--- config.mk ---
export PLATFORM = sky130hd
export DESIGN_NAME = uart_tx_arbiter_flat
export DESIGN_NICKNAME = d
export VERILOG_FILES = /design/src/rtl/uart_tx_arbiter_if.sv /design/src/rtl/uart_tx_arbiter.sv /design/src/flat_wrapper.sv
export SDC_FILE = /design/constraint.sdc
export NUM_CORES = 1
export LEC_CHECK = 0
export ABC_AREA = 1
export BUFFER_PORTS_ARGS = -buffer_cell sky130_fd_sc_hd__clkbuf_2
export CAP_MARGIN = 10
export CORE_MARGIN = 4
export CORE_UTILIZATION = 26
export DETAILED_ROUTE_END_ITERATION = 7
export GPL_TIMING_DRIVEN = 0
export SLEW_MARGIN = 20
export SYNTH_ARGS = -nofsm -noshare
export SYNTH_HDL_FRONTEND = slang
export SYNTH_SLANG_ARGS = --single-unit
export TNS_END_PERCENT = 30
--- constraint.sdc ---
create_clock -name clk -period 1.77 [get_ports clk]
set_input_delay 0.2655 -clock clk [delete_from_list [all_inputs] [get_ports clk]]
set_output_delay 0.2655 -clock clk [all_outputs]
set_load 0.01 [all_outputs]
--- src/rtl/uart_tx_arbiter_if.sv ---
// Requester/transmitter signal bundle for uart_tx_arbiter.
// master = arbiter side, slave = game logic + uart_tx side.
interface uart_tx_arbiter_if #(
  parameter int NREQ = 2
);
  logic [NREQ-1:0]   req;
  logic [8*NREQ-1:0] req_data;
  logic [NREQ-1:0]   gnt;
  logic [NREQ-1:0]   done;
  logic              err;
  logic              busy;
  logic              tx_start;
  logic [7:0]        tx_din;
  logic              tx_done;

  modport master (
    input  req, req_data, tx_done,
    output gnt, done, err, busy, tx_start, tx_din
  );

  modport slave (
    output req, req_data, tx_done,
    input  gnt, done, err, busy, tx_start, tx_din
  );
endinterface

--- src/rtl/uart_tx_arbiter.sv ---
// Round-robin arbiter sharing one uart_tx among NREQ byte requesters, with idle gap between frames.
// Define UART_ARB_TIMEOUT_EN to abort a frame (err pulse) when tx_done never arrives.
module uart_tx_arbiter #(
  parameter int NREQ        = 2,
  parameter int GAP_CYC     = 16,
  parameter int TIMEOUT_CYC = 200000
) (
  input logic              clk,
  input logic              reset,
  uart_tx_arbiter_if.master bus
);

  localparam int PW = (NREQ > 1) ? $clog2(NREQ) : 1;
  localparam int GW = $clog2(GAP_CYC + 1);

  if (NREQ < 2 || NREQ > 8 || GAP_CYC < 1 || TIMEOUT_CYC < 1) begin : g_param_check
    $error("uart_tx_arbiter: parameter out of range");
  end

  typedef enum logic [1:0] {IDLE, WAIT, GAP} state_t;

  state_t          state_q, state_d;
  logic [PW-1:0]   ptr_q, ptr_d, owner_q, owner_d, owner_inc, winner;
  logic            found;
  logic [GW-1:0]   gap_q, gap_d;
  logic            gap_end, grant, frame_ok, to_expire;
  logic [NREQ-1:0] gnt_q, gnt_d, done_q, done_d;
  logic            busy_q, busy_d, tx_start_q, tx_start_d;
  logic [7:0]      tx_din_q, tx_din_d;
  int unsigned     idx;

  // Rotating-priority search starting at ptr; wraps at NREQ, not at 2**PW.
  always_comb begin
    winner = '0;
    found  = 1'b0;
    idx    = 0;
    for (int unsigned k = 0; k < NREQ; k++) begin
      idx = 32'(ptr_q) + k;
      if (idx >= NREQ) idx = idx - 32'(NREQ);
      if (!found && bus.req[PW'(idx)]) begin
        found  = 1'b1;
        winner = PW'(idx);
      end
    end
  end

  assign owner_inc = (owner_q == PW'(NREQ - 1)) ? '0 : owner_q + 1'b1;
  assign gap_end   = (state_q == GAP) && (gap_q == GW'(GAP_CYC - 1));
  assign grant     = (state_q == IDLE) && found;
  assign frame_ok  = (state_q == WAIT) && bus.tx_done;

`ifdef UART_ARB_TIMEOUT_EN
  localparam int TW = $clog2(TIMEOUT_CYC + 1);
  logic [TW-1:0] to_q;
  logic          err_q;

  // tx_done on the expiry cycle takes precedence over the abort.
  assign to_expire = (state_q == WAIT) && !bus.tx_done && (to_q == TW'(TIMEOUT_CYC - 1));

  always_ff @(posedge clk or posedge reset) begin
    if (reset) begin
      to_q  <= '0;
      err_q <= 1'b0;
    end else begin
      to_q  <= (state_q == WAIT) ? to_q + 1'b1 : '0;
      err_q <= to_expire;
    end
  end

  assign bus.err = err_q;
`else
  assign to_expire = 1'b0;
  assign bus.err   = 1'b0;
`endif

  always_ff @(posedge clk or posedge reset) begin
    if (reset) state_q <= IDLE;
    else       state_q <= state_d;
  end

  always_comb begin
    state_d = state_q;
    unique case (state_q)
      IDLE:    if (found) state_d = WAIT;
      WAIT:    if (frame_ok || to_expire) state_d = GAP;
      GAP:     if (gap_end) state_d = IDLE;
      default: state_d = IDLE;
    endcase
  end

  always_comb begin
    gnt_d      = grant ? (NREQ'(1) << winner) : '0;
    done_d     = frame_ok ? (NREQ'(1) << owner_q) : '0;
    tx_start_d = grant;
    tx_din_d   = grant ? bus.req_data[32'(winner) * 8 +: 8] : tx_din_q;
    owner_d    = grant ? winner : owner_q;
    ptr_d      = (frame_ok || to_expire) ? owner_inc : ptr_q;
    gap_d      = (state_q == GAP) ? gap_q + 1'b1 : '0;
    busy_d     = (state_d != IDLE);
  end

  always_ff @(posedge clk or posedge reset) begin
    if (reset) begin
      ptr_q      <= '0;
      owner_q    <= '0;
      gap_q      <= '0;
      gnt_q      <= '0;
      done_q     <= '0;
      busy_q     <= 1'b0;
      tx_start_q <= 1'b0;
      tx_din_q   <= 8'h00;
    end else begin
      ptr_q      <= ptr_d;
      owner_q    <= owner_d;
      gap_q      <= gap_d;
      gnt_q      <= gnt_d;
      done_q     <= done_d;
      busy_q     <= busy_d;
      tx_start_q <= tx_start_d;
      tx_din_q   <= tx_din_d;
    end
  end

  assign bus.gnt      = gnt_q;
  assign bus.done     = done_q;
  assign bus.busy     = busy_q;
  assign bus.tx_start = tx_start_q;
  assign bus.tx_din   = tx_din_q;

endmodule
--- src/flat_wrapper.sv ---
// flat-port wrapper written by rule: the top's interface ports become plain ports
module uart_tx_arbiter_flat 
#(
  parameter int NREQ        = 2,
  parameter int GAP_CYC     = 16,
  parameter int TIMEOUT_CYC = 200000
)
  (clk, reset, bus_req, bus_req_data, bus_tx_done, bus_gnt, bus_done, bus_err, bus_busy, bus_tx_start, bus_tx_din);
  uart_tx_arbiter_if #(.NREQ(NREQ)) bus_i ();
  input logic clk;
  input logic reset;
  input wire logic [$bits(bus_i.req)-1:0] bus_req;
  input wire logic [$bits(bus_i.req_data)-1:0] bus_req_data;
  input wire logic [$bits(bus_i.tx_done)-1:0] bus_tx_done;
  output wire logic [$bits(bus_i.gnt)-1:0] bus_gnt;
  output wire logic [$bits(bus_i.done)-1:0] bus_done;
  output wire logic [$bits(bus_i.err)-1:0] bus_err;
  output wire logic [$bits(bus_i.busy)-1:0] bus_busy;
  output wire logic [$bits(bus_i.tx_start)-1:0] bus_tx_start;
  output wire logic [$bits(bus_i.tx_din)-1:0] bus_tx_din;
  assign bus_i.req = bus_req;
  assign bus_i.req_data = bus_req_data;
  assign bus_i.tx_done = bus_tx_done;
  assign bus_gnt = bus_i.gnt;
  assign bus_done = bus_i.done;
  assign bus_err = bus_i.err;
  assign bus_busy = bus_i.busy;
  assign bus_tx_start = bus_i.tx_start;
  assign bus_tx_din = bus_i.tx_din;
  uart_tx_arbiter #(.NREQ(NREQ), .GAP_CYC(GAP_CYC), .TIMEOUT_CYC(TIMEOUT_CYC)) u_core (.clk(clk), .reset(reset), .bus(bus_i));
endmodule
==> Yosys cells after proc, flatten, opt, wreduce, memory -nomap -nowiden <==
Index checks and enable logic that the tools add are counted.
W data, S select, Z words.
{ "word_totals": {"input_bits": 21, "output_inout_bits": 15, "word_cells": 49, "reg_bits": 23} }
{ "classes": {"magnitude_cmp": 4, "n_shift": 3, "eq_ne": 3, "n_addsub": 5, "reduce_logical": 7, "mux": 18} }
{ "ops": {"columns": ["cell", "count"], "rows": [
  ["$shiftx A16 B5 Y8", 1],
  ["$mux W1", 11],
  ["$mux W2", 5],
  ["$pmux W2 S3", 1],
  ["$add A5 B1 Y5 const B", 1],
  ["$eq A5 B4 Y1 const B", 1],
  ["$mux W5", 1],
  ["$logic_and A1 B1 Y1", 4],
  ["$lt A1 B2 Y1 const B", 2],
  ["$shl A1 B1 Y2 const A", 2],
  ["$add A1 B1 Y2 const B", 1],
  ["$eq A2 B1 Y1 const B", 1],
  ["$eq A2 B2 Y1 const B", 1],
  ["$ge A1 B2 Y1 const B", 1],
  ["$ge A2 B2 Y1 const B", 1],
  ["$logic_not A2 Y1", 1],
  ["$reduce_bool A2 Y1", 1],
  ["$sub A1 B1 Y1 const B", 2],
  ["$add A1 B1 Y1 const B", 1],
  ["$logic_not A1 Y1", 1]
]} }

==> Longest topological paths before layout <==
Gate-level depths: netlist of the first run.
{ "logic_depth": {"depth_word": 11, "mapped_depth": 7, "depth_no_buf": 7} }

==> Worst setup path before layout of the first run <==
Ideal clock, no wire load.
{ "synth_path": {"path_type": "reg-to-reg", "from": "reg u_core.gap_q[0]", "to": "reg u_core.busy_q, in the netlist u_core.bus.busy", "path_slack_ps": 602, "period_less_slack_ps": 1168, "stages_incl_launch_ff": 8, "setup_time_ps": 69, "n_path_buf": 0, "t_required_ps": 1701, "arrival_ps": 1099, "cell_sequence": "dfrtp_1 ha_1 nand2_1 nor2_1 ha_1 o21ai_1 inv_1 nand3_1"} }
{ "synth_via": {"elab_chain_len": 5} }
{ "synth_rtl": {"columns": ["element", "line_no", "text"], "rows": [
  ["start, declared", "uart_tx_arbiter.sv:25", "logic [GW-1:0] gap_q, gap_d;"],
  ["start signal, assigned", "uart_tx_arbiter.sv:115", "gap_q <= gap_d;"],
  ["$eq A5 B4 Y1", "uart_tx_arbiter.sv:48", "assign gap_end = (state_q == GAP) && (gap_q == GW'(GAP_CYC - 1));"],
  ["$logic_and A1 B1 Y1", "uart_tx_arbiter.sv:48", null],
  ["$mux W2", "uart_tx_arbiter.sv:86", "GAP: if (gap_end) state_d = IDLE;"],
  ["$pmux W2 S3", "uart_tx_arbiter.sv:83", "unique case (state_q)"],
  ["via u_core.state_d[1]", "uart_tx_arbiter.sv:22", "state_t state_q, state_d;"],
  ["$reduce_bool A2 Y1", "uart_tx_arbiter.sv:99", "busy_d = (state_d != IDLE);"],
  ["via u_core.busy_d", "uart_tx_arbiter.sv:28", "logic busy_q, busy_d, tx_start_q, tx_start_d;"],
  ["end signal, assigned", "uart_tx_arbiter.sv:118", "busy_q <= busy_d;"],
  ["end, declared", "uart_tx_arbiter.sv:28", null]
]} }
The timed path passes the listed nets, and every way through them passes these cells.
A chain may end at the register's enable or synchronous reset.

==> Worst setup path in the final report of the first run <==
Ends and elaborated chain as after synthesis.

==> results of run 1 <==
-- layout make-up --
type / count / area, µm² / share of cell area
Inverter: 9 / 33.78 / 0.02665
Multi-Input combinational cell: 66 / 355.3 / 0.2804
Clock inverter: 1 / 5.005 / 0.003949
Sequential cell: 23 / 575.6 / 0.4541
Buffer: 3 / 26.28 / 0.02073
Clock buffer: 3 / 41.29 / 0.03258
Tap cell: 48 / 60.06 / 0.04738
Timing Repair Buffer: 34 / 170.2 / 0.1343
-- state kept, by name (all words and copies together) (netlist names) --
register and count:
u_core.bus.tx_din 8, u_core.gap_q 5, u_core.bus.done 2, u_core.bus.gnt 2, u_core.state_q 2, u_core.bus.busy 1, u_core.bus.tx_start 1, u_core.owner_q 1
u_core.ptr_q 1
-- power by group --
group | switching [mW] | internal, mW
Combinational | 0.473 | 0.286
Clock | 0.163 | 0.157
Sequential | 0.108 | 0.718
-- metal layers --
layer  track usage  vias to the layer above
met1        0.1322                      398
met5             0                        -
met4       0.05745                        0
met3       0.03043                        6
met2        0.1642                       29
li1              -                      418
-- final timing paths --
path                                                 start                          endpoint  slack [ps]  cells after the start
min in group clk                           bus_req_data[4]  u_core.bus.tx_din[4]$_DFFE_PP0P_         240                      3
worst max-delay path             u_core.gap_q[0]$_DFF_PP0_         u_core.bus.busy$_DFF_PP0_         480                      7
worst min register to register  u_core.owner_q$_DFFE_PP0P_      u_core.bus.done[0]$_DFF_PP0_         460                      1
max in group asynchronous                            reset  u_core.bus.tx_din[1]$_DFFE_PP0P_        1090                      2
worst min-delay path                                 reset         u_core.gap_q[0]$_DFF_PP0_         150                      2
worst max register to register   u_core.gap_q[0]$_DFF_PP0_         u_core.bus.busy$_DFF_PP0_         480                      7
-- Yosys cell counts --
master,n
a21oi_1,2
a21oi_2,1
buf_4,2
buf_6,1
conb_1,1
dfrtp_1,23
ha_1,2
inv_1,9
nand2_1,14
nand2_2,2
nand3_1,20
nand4_1,9
nor2_1,9
nor2_4,2
nor3b_1,1
o21ai_1,1
o21ai_2,2
-- cell usage in the layout, fill, tap and decap left out --
master / n
conb_1: 1
nand2_2: 2
ha_1: 2
nand3_1: 20
dfrtp_1: 23
inv_1: 9
buf_6: 1
o21ai_2: 2
nand2_1: 14
clkbuf_2: 34
buf_4: 2
a21oi_1: 2
nor3b_1: 1
o21ai_1: 1
clkinv_2: 1
clkbuf_8: 3
nor2_4: 2
nor2_1: 9
nand4_1: 9
a21oi_2: 1
-- cells by family (layout without fill, tap and decap cells) --
logic type               count (synthesis)  in the layout  share of synthesized area
AND/OR/NAND/NOR                         57             57                     0.2879
flip-flops                              23             23                     0.5808
buffers and inverters                   12             50                    0.06060
AO/OA/AOI/OAI                            6              6                    0.04167
adder cells (fa/ha/maj)                  2              2                    0.02525
other                                    1              1                   0.003784
-- stage by stage --
step / std cells / area [µm²] / hold slack [ps] / utilization / power [mW]
3_5_place_dp: 183 / 1221 / 448.8 / 0.3336 / 1.608
5_1_grt: 187 / 1267 / 235.7 / 0.3462 / 2.069
3_3_place_gp: 183 / 1221 / 446.0 / 0.3336 / 1.584
2_1_floorplan: 101 / 991.0 / 267.4 / - / 1.314
4_1_cts: 187 / 1267 / 190.9 / 0.3462 / 1.936
6_report: 187 / 1267 / 150.2 / 0.3462 / 1.905
==> flow_summary.ini, run 1 <==
[worst_setup_path]
cp_slowest_cell = dfrtp_1
path_class = flop to flop
critPathMaxFanout = 4
cp_slowest_stage_delay_ps = 410
cp-end-kind = flop
startpoint_type = flop
worst-path-buf-inv = 1
critPathTopFamily = flip-flops
crit_chain = ha_1 > nand2_1 > nor2_1 > ha_1 > o21ai_1 > inv_1 > nand3_1
critPathRequiredTime_ps = 1970
worstPathArrival_ps = 1490
crit_top_cell = ha_1

[detailed_routing]
drtIter0Drc = 45
wl_per_cell_um = 12.31
vias = 851
wl_met3_um = 139
drc = 0
wl_met2_um = 1109
dr.max_layer_used = met4
viasPerCell = 4.551
wl_met1_um = 1010
ant_nets = 0
first_pass_iters = 4
wl_um = 2302

[place]
hpwl_um = 1753
gp_congestion = 0.7845
port_buffers = 34
pre_cts_slack_ps = 505.8

[synthesis]
yosys.cell_types.count = 17
yosysTopAreaCell = dfrtp_1
seq_area_frac_synth = 0.5808
syn_nets = 124
ys_warn_count = 0
avgSynthCellArea_um2 = 9.811
netlist_area_um2 = 991.0
synth_cells = 101
synth-seq-cells = 23
netlist.area_leader.share = 0.5808
ys_top_cells_by_area = dfrtp_1 58%, nand3_1 10%, nand4_1 5.7%

[timing]
fin_ws_ps = 478.9
period_needed_ps = 1291
fin_tns_setup_ps = 0
fmax_mhz = 774.5
hold_viol = 0
finClkSkew_ps = 5.625
setup_viol = 0
period_share = 0.7294
rsz0062_at_grt = no
slew_headroom = 0.4287
worstMarginPinSlew_ps = 856.0
slew_violations = 0

[power_and_ir_drop]
p_leak_nw = 0.6483
vdd_drop_max_v = 0.0003123
p_per_area_nw_per_um2 = 1503

[clocking]
clock_sink_count = 23
root_buffer = clkbuf_8
cts_buffers = 3
clock_latency_ps = 260
cts_setup_buffers = 0
cts_tree = built
clk_pin_slew_ps = 80
htree_levels = 1
post_cts_resized = 0
clk_path_buf_depth = 2
hold_buffers = 0

[status]
status = completed

[die]
die_w_um = 69.74
die_h_um = 69.74
core-area_um2 = 3661
ios = 36
rows = 22
start_util = 0.2707
dieArea_um2 = 4863

[global_routing]
grt_max_degree = 24
antenna_found_initial = 0
grt_use_total = 0.1059
grt_pass1_wl_um = 4098
grt_pass1_vias = 900
gr-total-overflow = 0

[job]
maxCapViolations = 0

[final_layout]
syn_to_final_growth_pct = 27.90
drive_above_1_share = 0.3453
antenna-diode-count = 0
final.fill_count = 386
finalNetCount = 163

[min_path]
hp-class = input pin to asynchronous set/reset pin
No activity file was read; power rests on OpenSTA's default activity.
==> run 2, diff against run 1 <==
Clock period 1.77 ns to 1.2 ns, I/O delays scaled along.
==> flow_summary.ini, run 2 (synthesized netlist as in run 1, its figures left out) <==
[detailed_routing]
wl_per_cell_um = 12.96
vias = 882
viasPerCell = 4.642
first_pass_iters = 4
drtIter0Drc = 48
ant_nets = 0
drc = 0
wl_um = 2462

[clocking]
root_buffer = clkbuf_8
clock_sink_count = 23
cts_tree = built
clk_path_buf_depth = 2
clk_pin_slew_ps = 80
htree_levels = 1
hold_buffers = 0
clock_latency_ps = 260
cts_buffers = 3

[worst_setup_path]
crit_top_cell = ha_2
critPathMaxFanout = 3
worstPathArrival_ps = 1350
cp-end-kind = flop
startpoint_type = flop
cp_slowest_stage_delay_ps = 380
cp_slowest_cell = dfrtp_1
path_class = flop to flop
r2r-start = u_core.gap_q[1]$_DFF_PP0_
crit_chain = ha_2 > nand2_2 > nor2_2 > ha_2 > o21ai_2 > inv_1 > nand3_1
worstRegToRegCells = 7
setup.worst_path.start = u_core.gap_q[1]$_DFF_PP0_
critPathRequiredTime_ps = 1350
reg2reg_slack_ps = 1

[final_layout]
final_common_cell = clkbuf_2
drive_above_1_share = 0.4085
fin_util = 0.3578
layout_common_cells = 34 x clkbuf_2, 23 x dfrtp_1, 20 x nand3_1, 12 x nand2_1, 9 x nand4_1
largest_register_ff_count = 8
final.fill_count = 379
antenna-diode-count = 0
finalNetCount = 166
syn_to_final_growth_pct = 32.20

[timing]
worstMarginPinSlew_ps = 848.9
setup_viol = 0
period_share = 0.9991
slew_violations = 0
rsz0062_at_grt = yes
fin_ws_ps = 1.104
slew_headroom = 0.4334
fmax_mhz = 834.1
hold_viol = 0
period_needed_ps = 1199
finClkSkew_ps = 6.997

[place]
port_buffers = 34
pre_cts_slack_ps = -64.22
gp_congestion = 0.7845
hpwl_um = 1753

[die]
die_w_um = 69.74
ios = 36
core-area_um2 = 3661
rows = 22
dieArea_um2 = 4863
die_h_um = 69.74
start_util = 0.2707

[global_routing]
grt_pass1_wl_um = 4174
gr-total-overflow = 0
antenna_found_initial = 0
grt_pass1_vias = 916
grt_max_degree = 24
grt_use_total = 0.1080

[job]
maxCapViolations = 0

[power_and_ir_drop]
total_power_mw = 2.937
p_leak_nw = 0.6600
vdd_drop_max_v = 0.0004636
p_per_area_nw_per_um2 = 2242

[min_path]
hp-class = input pin to asynchronous set/reset pin

[status]
status = completed
run 2: changes by cell type in the layout (fill, tap and decap cells not counted):
cell,delta
o21ai_1,-1
o21ai_2,+1
nand2_1,-2
ha_1,-2
nand2_4,+1
inv_1,-1
buf_4,+2
nand2_2,+1
nor2_2,+2
inv_2,+1
nor2_1,-1
ha_2,+2
run 2: metal layers:
metal,routed length (µm),global-route usage
met5,0,0
met4,68,0.05745
met3,132,0.03043
met2,1192,0.1706
met1,1068,0.1331
run 2: worst max-delay path, delay by kind of cell, from the launching register on:
family                   cells  cell delay [ps]
flip-flops                   1              380
adder cells (fa/ha/maj)      2              370
AND/OR/NAND/NOR              3              230
AO/OA/AOI/OAI                1               60
buffers and inverters        1               60
run 2: layout make-up:
type	count	area, µm²	area share
Buffer	3	26.28	0.02006
Clock buffer	3	41.29	0.03152
Clock inverter	1	5.005	0.003820
Inverter	9	33.78	0.02579
Multi-Input combinational cell	67	382.9	0.2923
Sequential cell	23	575.6	0.4393
Tap cell	48	60.06	0.04585
Timing Repair Buffer	36	185.2	0.1414
run 2: worst paths after layout:
check / to
max: u_core.bus.busy$_DFF_PP0_
min: u_core.gap_q[0]$_DFF_PP0_
max reg2reg: u_core.bus.busy$_DFF_PP0_
min reg2reg: u_core.bus.done[0]$_DFF_PP0_
max in group asynchronous: u_core.state_q[0]$_DFF_PP0_
min in group clk: u_core.bus.tx_din[4]$_DFFE_PP0P_
run 2: repair_timing:
action,CTS,global route
resized for setup,2,6
hold endpoints to repair,0,0
setup endpoints to repair,7,11
buffers inserted,2,0
gates cloned,0,1
pin swaps,2,5
run 2: metrics by stage:
step / setup TNS (ps) / cell area (µm²) / hold WS [ps] / cells
2_1_floorplan: 0 / 991.0 / 181.9 / 101
3_3_place_gp: -65.20 / 1221 / 377.7 / 183
3_5_place_dp: -298.8 / 1221 / 394.8 / 183
4_1_cts: 0 / 1289 / 105.4 / 189
5_1_grt: -212.1 / 1310 / 150.2 / 190
6_report: 0 / 1310 / 60.69 / 190
run 2: report_power, final:
part,leakage [nW],internal (mW),total [mW],switching [mW]
clock,0.0255,0.232,0.472,0.241
combinational,0.343,0.489,1.25,0.757
sequential,0.292,1.06,1.22,0.160
total,0.660,1.78,2.94,1.16
